**src/rtl/uart_rx_fifo.sv**
```systemverilog
// uart_rx_fifo: 16x-oversampling UART receiver that buffers each good frame
// in a first-word-fall-through FIFO. Framing errors and overruns are reported
// as single-cycle pulses.
module uart_rx_fifo #(
    parameter int DEPTH = 8,
    parameter int AW    = 3
) (
    input  logic        Clk,
    input  logic        Rst_n,
    input  logic        Tick,
    input  logic        RxEn,
    input  logic        Rx,
    input  logic [3:0]  NBits,
    input  logic        RdEn,
    output logic [7:0]  RdData,
    output logic        Empty,
    output logic        Full,
    output logic [AW:0] Count,
    output logic        FrameErr,
    output logic        Overrun
);

    typedef enum logic [1:0] {IDLE, START, DATA, STOP} rxState_t;

    localparam logic [AW:0] DepthWords = (AW+1)'(DEPTH);

    logic          rxMeta;
    logic          rs;
    logic          prevRs;
    rxState_t      state, stateNext;
    logic [3:0]    sampleCnt, sampleCntNext;
    logic [2:0]    bitIdx, bitIdxNext;
    logic [3:0]    nBitsLat, nBitsLatNext;
    logic [7:0]    shiftReg, shiftRegNext;
    logic [2:0]    samples, samplesNext;
    logic [3:0]    nBitsClamped;
    logic          majority;
    logic          pushReq;
    logic          frameErrNext;
    logic          push;
    logic          pop;
    logic [7:0]    mem [DEPTH];
    logic [AW-1:0] wrPtr, rdPtr;
    logic [AW:0]   cnt;

    // Frame widths outside 5..8 are pinned to the nearest legal width.
    assign nBitsClamped = (NBits < 4'd5) ? 4'd5 : ((NBits > 4'd8) ? 4'd8 : NBits);

    // 2-of-3 vote over the mid-bit samples taken at counts 7, 8 and 9.
    assign majority = (samples[0] & samples[1]) | (samples[0] & samples[2]) |
                      (samples[1] & samples[2]);

    // Two-flop synchronizer for the asynchronous serial line.
    always_ff @(posedge Clk or negedge Rst_n) begin
        if (!Rst_n) begin
            rxMeta <= 1'b1;
            rs     <= 1'b1;
        end else begin
            // NOTE: non-blocking, so rs takes the pre-edge rxMeta and the two flops form a real chain.
            rxMeta <= Rx;
            rs     <= rxMeta;
        end
    end

    // Line level seen on the previous Tick, for start-edge detection.
    always_ff @(posedge Clk or negedge Rst_n) begin
        if (!Rst_n) begin
            prevRs <= 1'b1;
        end else if (Tick) begin
            prevRs <= rs;
        end
    end

    // Receiver next-state logic: bit timing, sampling and frame evaluation.
    always_comb begin
        // NOTE: every signal is defaulted first, so no path through the branches infers a latch.
        stateNext     = state;
        sampleCntNext = sampleCnt;
        bitIdxNext    = bitIdx;
        nBitsLatNext  = nBitsLat;
        shiftRegNext  = shiftReg;
        samplesNext   = samples;
        pushReq       = 1'b0;
        frameErrNext  = 1'b0;
        if (!RxEn) begin
            stateNext     = IDLE;
            sampleCntNext = 4'd0;
            bitIdxNext    = 3'd0;
            samplesNext   = 3'd0;
        end else if (Tick) begin
            if (state == IDLE) begin
                if (!rs && prevRs) begin
                    stateNext     = START;
                    sampleCntNext = 4'd0;
                    bitIdxNext    = 3'd0;
                    nBitsLatNext  = nBitsClamped;
                    shiftRegNext  = 8'd0;
                    samplesNext   = 3'd0;
                end
            end else begin
                sampleCntNext = sampleCnt + 4'd1;
                if (sampleCnt >= 4'd7 && sampleCnt <= 4'd9) begin
                    samplesNext = {samples[1:0], rs};
                end
                if (sampleCnt == 4'd15) begin
                    case (state)
                        START: begin
                            stateNext  = majority ? IDLE : DATA;
                            bitIdxNext = 3'd0;
                        end
                        DATA: begin
                            shiftRegNext[bitIdx] = majority;
                            if ({1'b0, bitIdx} == nBitsLat - 4'd1) begin
                                stateNext = STOP;
                            end else begin
                                bitIdxNext = bitIdx + 3'd1;
                            end
                        end
                        STOP: begin
                            pushReq      = majority;
                            frameErrNext = !majority;
                            stateNext    = IDLE;
                        end
                        default: stateNext = IDLE;
                    endcase
                end
            end
        end
    end

    // Receiver state registers.
    always_ff @(posedge Clk or negedge Rst_n) begin
        if (!Rst_n) begin
            state     <= IDLE;
            sampleCnt <= 4'd0;
            bitIdx    <= 3'd0;
            nBitsLat  <= 4'd8;
            shiftReg  <= 8'd0;
            samples   <= 3'd0;
        end else begin
            state     <= stateNext;
            sampleCnt <= sampleCntNext;
            bitIdx    <= bitIdxNext;
            nBitsLat  <= nBitsLatNext;
            shiftReg  <= shiftRegNext;
            samples   <= samplesNext;
        end
    end

    // A full FIFO still accepts the word when a pop happens in the same cycle.
    assign pop  = RdEn && !Empty;
    assign push = pushReq && (!Full || pop);

    // Registered single-cycle error pulses.
    always_ff @(posedge Clk or negedge Rst_n) begin
        if (!Rst_n) begin
            FrameErr <= 1'b0;
            Overrun  <= 1'b0;
        end else begin
            FrameErr <= frameErrNext;
            Overrun  <= pushReq && !push;
        end
    end

    // FIFO storage, pointers and occupancy.
    always_ff @(posedge Clk or negedge Rst_n) begin
        if (!Rst_n) begin
            // NOTE: storage is cleared on reset so the fall-through head reads 0 rather than stale data.
            for (int i = 0; i < DEPTH; i++) begin
                mem[i] <= 8'd0;
            end
            wrPtr <= '0;
            rdPtr <= '0;
            cnt   <= '0;
        end else begin
            if (push) begin
                mem[wrPtr] <= shiftRegNext;
                wrPtr      <= wrPtr + 1'b1;
            end
            if (pop) begin
                rdPtr <= rdPtr + 1'b1;
            end
            case ({push, pop})
                2'b10:   cnt <= cnt + 1'b1;
                2'b01:   cnt <= cnt - 1'b1;
                default: cnt <= cnt;
            endcase
        end
    end

    assign RdData = mem[rdPtr];
    assign Empty  = (cnt == '0);
    assign Full   = (cnt == DepthWords);
    assign Count  = cnt;

endmodule

```
**config.mk**
```make
export PLATFORM = sky130hd
export DESIGN_NAME = uart_rx_fifo
export DESIGN_NICKNAME = d
export VERILOG_FILES = /design/src/rtl/uart_rx_fifo.sv
export SDC_FILE = /design/constraint.sdc
export NUM_CORES = 1
export LEC_CHECK = 0
export CORE_MARGIN = 1
export CORE_UTILIZATION = 54
export CTS_CLUSTER_SIZE = 25
export DETAILED_ROUTE_END_ITERATION = 10
export PLACE_DENSITY = 0.74
export SLEW_MARGIN = 20
export SYNTH_ARGS = -nofsm -noshare
export SYNTH_HDL_FRONTEND = slang
export SYNTH_SLANG_ARGS = --single-unit
```
**constraint.sdc**
```tcl
create_clock -name Clk -period 2.65 [get_ports Clk]
set_input_delay 0.53 -clock Clk [delete_from_list [all_inputs] [get_ports Clk]]
set_output_delay 0.53 -clock Clk [all_outputs]
set_load 0.02 [all_outputs]
```
==> results of run 1 <==
## area by class of cell
class | instances | share of cell area
Sequential cell | 103 | 0.4322
Multi-Input combinational cell | 260 | 0.4035
Timing Repair Buffer | 62 | 0.09826
Tap cell | 111 | 0.02321
Clock buffer | 10 | 0.02133
Clock inverter | 6 | 0.01171
Inverter | 15 | 0.009826
## power groups by stage
| stage | Clock, mW | Combinational (mW) | Sequential [mW] |
|---|---|---|---|
| final | 0.999 | 1.28 | 1.84 |
| after global routing | 1.07 | 1.40 | 1.87 |
| after CTS | 1.02 | 1.20 | 1.83 |
| after detailed placement | 0 | 1.19 | 1.86 |
| after global placement | 0 | 1.15 | 1.85 |
| after floorplan | 0 | 0.734 | 1.84 |
## kinds of logic after synthesis
group | Yosys count | synth area share
AOI/OAI and AO/OA | 48 | 0.05816
DFF | 103 | 0.5065
xor gates and xnor gates | 11 | 0.01890
and+or+nand+nor | 90 | 0.1053
buffers and inverters | 33 | 0.02675
adders and majority gates | 16 | 0.04025
muxes | 95 | 0.2442
## worst max path at each step
stage	to	slack, ps	start
2_1_floorplan	Count[3]$_DFFE_PN0P_	0.1	Count[0]$_DFFE_PN0P_
3_3_place_gp	Count[3]$_DFFE_PN0P_	-150	Tick
3_5_place_dp	Count[3]$_DFFE_PN0P_	-180	Tick
4_1_cts	RdData[3]	20	rdPtr[0]$_DFFE_PN0P_
5_1_grt	Count[3]$_DFFE_PN0P_	-20	state[0]$_DFFE_PN0P_
6_report	RdData[7]	80	rdPtr[0]$_DFFE_PN0P_
## registers in the layout, indices dropped and copies added, names as in the netlist
register,flops
shiftReg,8
wrPtr,3
Count,4
samples,3
state,2
rs,1
FrameErr,1
bitIdx,3
sampleCnt,4
mem,64
Overrun,1
rxMeta,1
rdPtr,3
prevRs,1
nBitsLat,4
## cell usage in the layout (no fill, tap or decap), drive strengths merged, types with 10 or more instances in the layout
cell / n
buf: 36
clkbuf: 19
inv: 16
o21ai: 22
nor2: 10
dfrtp: 99
mux2: 75
nand2: 40
clkdlybuf4s50: 16
mux4: 16
ha: 14
## per-layer routing
metal  global-route usage  part of all wire
met1               0.3417              0.47
met2               0.3534              0.49
met3              0.02600             0.027
met4              0.07692             0.013
met5                    0                 0
## what timing repair did
item / in CTS / in global routing
gates cloned: 0 / 2
endpoints found under the setup margin: 8 / 9
gates resized for setup: 8 / 17
setup buffers: 0 / 1
## through the flow
step / power (mW) / worst slack, ps
finish: 4.120 / 78.45
global route: 4.345 / -21.87
CTS: 4.044 / 17.37
detailed placement: 3.053 / -182.4
global placement: 2.994 / -147.5
floorplan: 2.577 / 0.1394
==> metrics, run 1 <==
R2R cell count 13; reg-to-reg endpoint Count[3]$_DFFE_PN0P_; cell taking the most area after synthesis dfrtp_1; Crit Path Max Fanout 5; initial DRC count 207; Syn Inst Count 396; RSZ-0062 raised after global routing true; Fill cells 687; Layout area overhead 17.37%; total gr overflow 0; logic gate share of total power 0.310; Core Box Area 9196 µm²; final WL 10640 µm; Yosys top cell area share 0.4859; CTS sink count 103; Final Cycle Share 0.9704; setup_tns 0 ps; Seq cells post-synth 103; Starting Density 0.5544; Sequential Power Share 0.448; count of non-filler cells in the finished layout 567; syn_nets 421; Clock Path Buffers 2; worst path arrival time 2040 ps; FP Rows 35; Setup crit start kind register; GRT Total Usage 0.2287; CP Capture Type output port; largest net degree at the start of global routing 69; PortBufs 25; Req. time, crit path 2120 ps; DIE WIDTH 99.17 µm; TritonCTS clock tree yes; die height 99.17 µm; Netlist cell types 45; Residual DRC 0; yosys warns 0; Clk pin slew, worst setup/hold paths 100 ps; global-route wire length before repair 17260 µm; sequential cell area 2586 µm²; clock share of power 0.243; number of global-route vias before repair 3379; RR Startpoint state[0]$_DFFE_PN0P_; routed vias 3355; cell internal pwr 2.792 mW; CTS Hold Bufs 0; worst reg-to-reg setup slack 80 ps; ys flop type dfrtp_1; fin nets 476; final core occ 0.6507; worst path cell trace buf_12, mux4_2, mux2_2, clkdlybuf4s15_1; Worst-Margin Slew 652.5 ps; critical path class register to output port; crit-path max cell delay 510 ps; antenna-violating nets left 0; GP Congestion 0.7757; switching power 1.328 mW; max-slew violations 0; Ports 26; DR pass1 iterations 4; initial antenna violation count 0; Final Skew 10.18 ps; Multi-input gate area 2415 µm²; static leakage 2.873 nW; Slowest-stage cell, CP mux4_2; post-synthesis sequential area ratio 0.5065; Diodes inserted 0; pwr/cell area 688.5 nW/µm²; final setup vio count 0; Rel. slew slack 0.5604; dpl cells 548; Crit. path cell count 4; Top delay family on crit path multiplexers; Period minus WS final 2572 ps; ys async rst share 1.000; class of the tightest hold or removal check input port to async pin; H-tree depth 3; Skew-Pair Late Insertion Delay 360 ps; Max IR drop VDD 393.0 µV; die area 9835 µm²; Post-DP HPWL 7113 µm; Hold Fails Final Rpt 0; Switching Share 0.3223; status complete, no violations; WL/cell 18.76 µm; share of layout cells above drive strength 1 0.3772; Vias/cell 5.917; f_max 388.9 MHz; number of flops mapped to enable cells by yosys 0; Post-Layout Inst Area 5984 µm²; Clock Tree Root clkbuf_8; dpl cell area 5762 µm²; critical path buffer and inverter count 2; Num CTS Buffers 9; synth top area cells dfrtp_1 (49%), mux2_2 (17%), mux4_2 (7.1%); worst hold slack 109.2 ps; synthesized area 5099 µm²; count leader, synth dfrtp_1; max-cap violations 0; Synth top cells by count dfrtp_1 (99), mux2_2 (75), nand2_1 (40), o21ai_0 (22), mux4_2 (16); Avg Cell Area, Syn 12.88 µm²
Note: power is estimated with default switching activity, not from simulation.
==> run 2: changes to the inputs <==
--- a/config.mk
+++ b/config.mk
@@ -10,6 +10,7 @@
 export CTS_CLUSTER_SIZE = 25
 export DETAILED_ROUTE_END_ITERATION = 10
 export PLACE_DENSITY = 0.74
+export SETUP_SLACK_MARGIN = 0.5
 export SLEW_MARGIN = 20
 export SYNTH_ARGS = -nofsm -noshare
 export SYNTH_HDL_FRONTEND = slang
==> run 2 against run 1 <==
Net effect: cell count up 3.7%; combinational power increased by 15%; die area did not move; utilization grew 5.5 points; critical path type unchanged; highest routed layer unchanged.
==> metrics, run 2 (synthesis results as in run 1) <==
fin nets 497; die area 9835 µm²; max-slew violations 0; Diodes inserted 0; Num CTS Buffers 9; Skew-Pair Late Insertion Delay 370 ps; Layout area overhead 27.31%; Vias/cell 5.997; final WL 11890 µm; static leakage 3.124 nW; largest registers mem x64, shiftReg x8; DIE WIDTH 99.17 µm; Period minus WS final 2518 ps; most common cell after layout, fill and taps aside dfrtp_1; pwr/cell area 652.9 nW/µm²; worst hold slack 175.4 ps; max-cap violations 0; Clk pin slew, worst setup/hold paths 100 ps; worst path arrival time 1990 ps; Core Box Area 9196 µm²; FP Rows 35; Crit Path Max Fanout 6; Residual DRC 0; status complete, no violations; Largest Register mem; DP Worst Slack -153.0 ps; RSZ-0062 raised after global routing true; CP Capture Type output port; Setup WS post-layout 132.1 ps; WL/cell 20.21 µm; Req. time, crit path 2120 ps; Ports 26; H-tree depth 3; Final Skew 7.726 ps; DR pass1 iterations 5; total gr overflow 0; GRT Total Usage 0.2379; TritonCTS clock tree yes; antenna-violating nets left 0; GP Congestion 0.7877; most frequent cells in the layout dfrtp_1 (95), mux2_4 (56), nand2_1 (35), buf_4 (35), buf_6 (21); Clock Tree Root clkbuf_8; max reg flops 64; Rel. slew slack 0.5781; initial antenna violation count 0; f_max 397.2 MHz; initial DRC count 196; routed vias 3526; Hold Fails Final Rpt 0; final core occ 0.7059; Starting Density 0.5544; Max IR drop VDD 556.4 µV; global-route wire length before repair 18030 µm; Fill cells 615; CTS sink count 103; Final Cycle Share 0.9502; final setup vio count 0; largest net degree at the start of global routing 57; number of global-route vias before repair 3469; Setup crit start kind register; die height 99.17 µm; Clock Path Buffers 2; class of the tightest hold or removal check input port to async pin; share of layout cells above drive strength 1 0.4591; Post-DP HPWL 7175 µm; PortBufs 25; critical path class register to output port; Worst-Margin Slew 632.9 ps
[run 2: cell count changes in the layout (fill, tap and decap cells not counted), sizes merged, moves of 2 or more]
cell,previous run,this run
inv,16,18
clkinv,1,3
clkinvlp,3,0
buf,36,62
clkdlybuf4s50,16,13
nand2,40,45
clkbuf,19,11
[run 2: where the power goes]
part / switching [mW] / internal [mW] / leakage [nW] / total (mW)
combinational: 0.702 / 0.770 / 1.63 / 1.47
clock: 0.573 / 0.358 / 0.0931 / 0.931
sequential: 0.146 / 1.69 / 1.40 / 1.83
[run 2: cell type report]
| cell class | instances | area [µm²] | area share |
|---|---|---|---|
| inverters | 15 | 58.81 | 0.009059 |
| clock inverters | 6 | 51.30 | 0.007903 |
| repair buffers | 77 | 765.7 | 0.1180 |
| well taps | 111 | 138.9 | 0.02140 |
| flip-flops and latches | 103 | 2587 | 0.3986 |
| multi-input cells | 266 | 2761 | 0.4254 |
| clock buffers | 10 | 127.6 | 0.01966 |
[run 2: final timing paths]
check	from	endpoint	slack, ps	cells past startpoint
setup / recovery	rdPtr[0]$_DFFE_PN0P_	RdData[1]	130	5
hold / removal	Rst_n	nBitsLat[1]$_DFFE_PN0P_	180	1
setup reg to reg	Count[1]$_DFFE_PN0P_	Count[3]$_DFFE_PN0P_	170	11
hold reg to reg	rxMeta$_DFF_PN1_	rs$_DFF_PN1_	360	0
max in group asynchronous	Rst_n	mem[39]$_DFFE_PN0P_	1750	2
min in group Clk	rxMeta$_DFF_PN1_	rs$_DFF_PN1_	360	0
[run 2: critical path, stage by stage, from the launching register on]
cell	delay, ps
dfrtp_2	450
buf_12	130
buf_16	120
mux4_2	500
mux2_2	290
buf_6	130
[run 2: per-stage QoR]
step	area [µm²]	TNS, ps	instances	power (mW)
after global routing	6491	0	588	4.458
after floorplan	5305	0	396	2.636
after CTS	6250	0	573	4.160
final	6491	0	588	4.238
after detailed placement	5858	-1070	545	3.077
after global placement	5858	-344.8	545	3.025
[run 2: timing repair]
item / 4_1_cts / 5_1_grt
endpoints found under the setup margin: 77 / 79
hold buffers: 0 / 0
setup buffers: 11 / 9
pin swaps: 10 / 14
hold endpoints to repair: 0 / 0
cloned: 1 / 6
gates resized for setup: 87 / 49
[run 2: layer usage]
metal  wire (µm)  vias up  track usage
met3         473       11      0.03865
met2        5985      104       0.3911
met5           0        -            0
met1        5324     1812       0.3391
met4         102        0      0.04977
li1            -     1599            -
==> variant: new RTL, config.mk and constraints of run 2 <==
Put one more register stage on the output `FrameErr`, cleared by the reset. The value now appears one clock later. The other outputs are not delayed to match.
--- a/src/rtl/uart_rx_fifo.sv
+++ b/src/rtl/uart_rx_fifo.sv
@@ -23,6 +23,8 @@
     typedef enum logic [1:0] {IDLE, START, DATA, STOP} rxState_t;
 
     localparam logic [AW:0] DepthWords = (AW+1)'(DEPTH);
+
+    logic FrameErr_s0;
 
     logic          rxMeta;
     logic          rs;
@@ -154,10 +156,10 @@
     // Registered single-cycle error pulses.
     always_ff @(posedge Clk or negedge Rst_n) begin
         if (!Rst_n) begin
-            FrameErr <= 1'b0;
+            FrameErr_s0 <= 1'b0;
             Overrun  <= 1'b0;
         end else begin
-            FrameErr <= frameErrNext;
+            FrameErr_s0 <= frameErrNext;
             Overrun  <= pushReq && !push;
         end
     end
@@ -193,5 +195,13 @@
     assign Full   = (cnt == DepthWords);
     assign Count  = cnt;
 
+    always_ff @(posedge Clk or negedge Rst_n) begin
+        if (!Rst_n) begin
+            FrameErr <= '0;
+        end else begin
+            FrameErr <= FrameErr_s0;
+        end
+    end
+
 endmodule
 
Behaviour: same outputs for any inputs over 10 cycles, from zero or initial values and one cycle with Rst_n low; that may be too few to reach the edited logic, so the function may still have changed.
==> variant against run 2 <==
Wire length down 5.3%. Cell area up 0.62%. Sequential cell count up 1. Sequential share of layout area up 0.16 points. Setup slack about the same. Synthesized area up 0.54%. Total power up 3.3%. Register-to-register slack worse by 30 ps. Highest routed layer unchanged.
==> variant: results (changes against run 2) <==
[detailed_routing]
wl_per_cell_microns = 19.4  ; -3.8%
viasPerCell = 5.93  ; -1.1%
m1WireLength_microns = 5190  ; -2.6%
via_count = 3434  ; -2.6%
drtIter0Drc = 143  ; -27%
wl_met3_microns = 378  ; -20%

[cells_and_area]
layout-drive-gt1-share_pct = 45.3  ; -0.61 points

[logic_synthesis]
ys_types = 48  ; +6.7%
synthTopCellsByArea = dfrtp_1, mux2_2, mux4_2, ha_1, nand2_1
syn-num-nets = 420  ; -0.24%
ys_top_cells_by_count = dfrtp_1, mux2_2, nand2_1, o21ai_0, mux4_2
ys_seq_area_share_pct = 50.9  ; +0.22 points

[place]
dpl_worst_slack_ps = -126  ; +27.2 ps
dp_hpwl_microns = 7000  ; -2.4%
place_area_sq_um = 5820  ; -0.70%
dp.cells = 538  ; -1.3%

[power]
peakVddDrop_v = 0.000644  ; +16%
powerDensity_nw_per_um2 = 670  ; +2.7%
power_leakage_nw = 3.22  ; +2.9%

[worst_setup_path]
r2r_setup_slack_ps = 140  ; -30 ps
crit_path_end = RdData[0]

[global_route]
grt_use_total_pct = 23.6  ; -0.14 points
grt_pass1_wl_microns = 17800  ; -1.3%
global_route.usage.met2_pct = 37.7  ; -1.4 points
grt_max_degree = 78  ; +37%
use_met3_pct = 4.01  ; +0.14 points
grt_pass1_vias = 3500  ; +0.89%

[sta]
skew_ps = 18.0  ; +10.2 ps
worst_pin_slew_ps = 639  ; +6.50 ps
fmax_ghz = 0.397  ; about the same

[outcome]
outcome = complete, no violations

[variant: cell count changes in the layout (fill, tap and decap cells not counted), sizes merged, moves of 3 or more]
cell / change
clkinv: -3
o21ai: -3
o211ai: -4
a22o: +4
clkinvlp: +3
nand2: -3
[variant: area by class of cell]
| class | instances | share of cell area, % |
|---|---|---|
| flip-flops and latches | 104 | 40.0 |
| well taps | 111 | 2.13 |
| repair buffers | 75 | 12.7 |
| inverters | 15 | 0.900 |
| clock inverters | 6 | 0.824 |
| clock buffers | 9 | 1.90 |
| multi-input cells | 259 | 41.6 |
[variant: cells by family after synthesis]
| logic type | count (synthesis) | synth area share [%] |
|---|---|---|
| compound gates | 46 | 5.96 |
| xor+xnor | 11 | 1.88 |
| fa+ha+maj | 16 | 4.00 |
| buf+inv | 32 | 2.66 |
| flops | 104 | 50.9 |
| mux | 95 | 24.3 |
| simple gates | 91 | 10.3 |
[variant: worst min-delay path by stage]
stage / start / to / slack, ps / cells after the start
after global routing: Rst_n / nBitsLat[1] / 90 / 1
after floorplan: Rst_n / Count[0] / 230 / 0
final: Rst_n / nBitsLat[1] / 80 / 1
after global placement: FrameErr_s0 / FrameErr / 340 / 0
after detailed placement: FrameErr_s0 / FrameErr / 350 / 0
after CTS: Rst_n / FrameErr / 90 / 1
[variant: what timing repair did]
item                                    CTS  global route
cloned                                    2             0
hold buffers                              0             0
pin swaps                                11             7
gates resized for setup                  95            44
buffers inserted                         16             8
endpoints found under the setup margin   79            79
[variant: report_power, final]
group          switching (mW)  leakage [nW]  internal (mW)  total [mW]
sequential              0.153          1.41           1.71        1.86
combinational           0.727          1.72          0.862        1.59
clock                   0.575        0.0818          0.353       0.929
total                    1.46          3.22           2.92        4.38
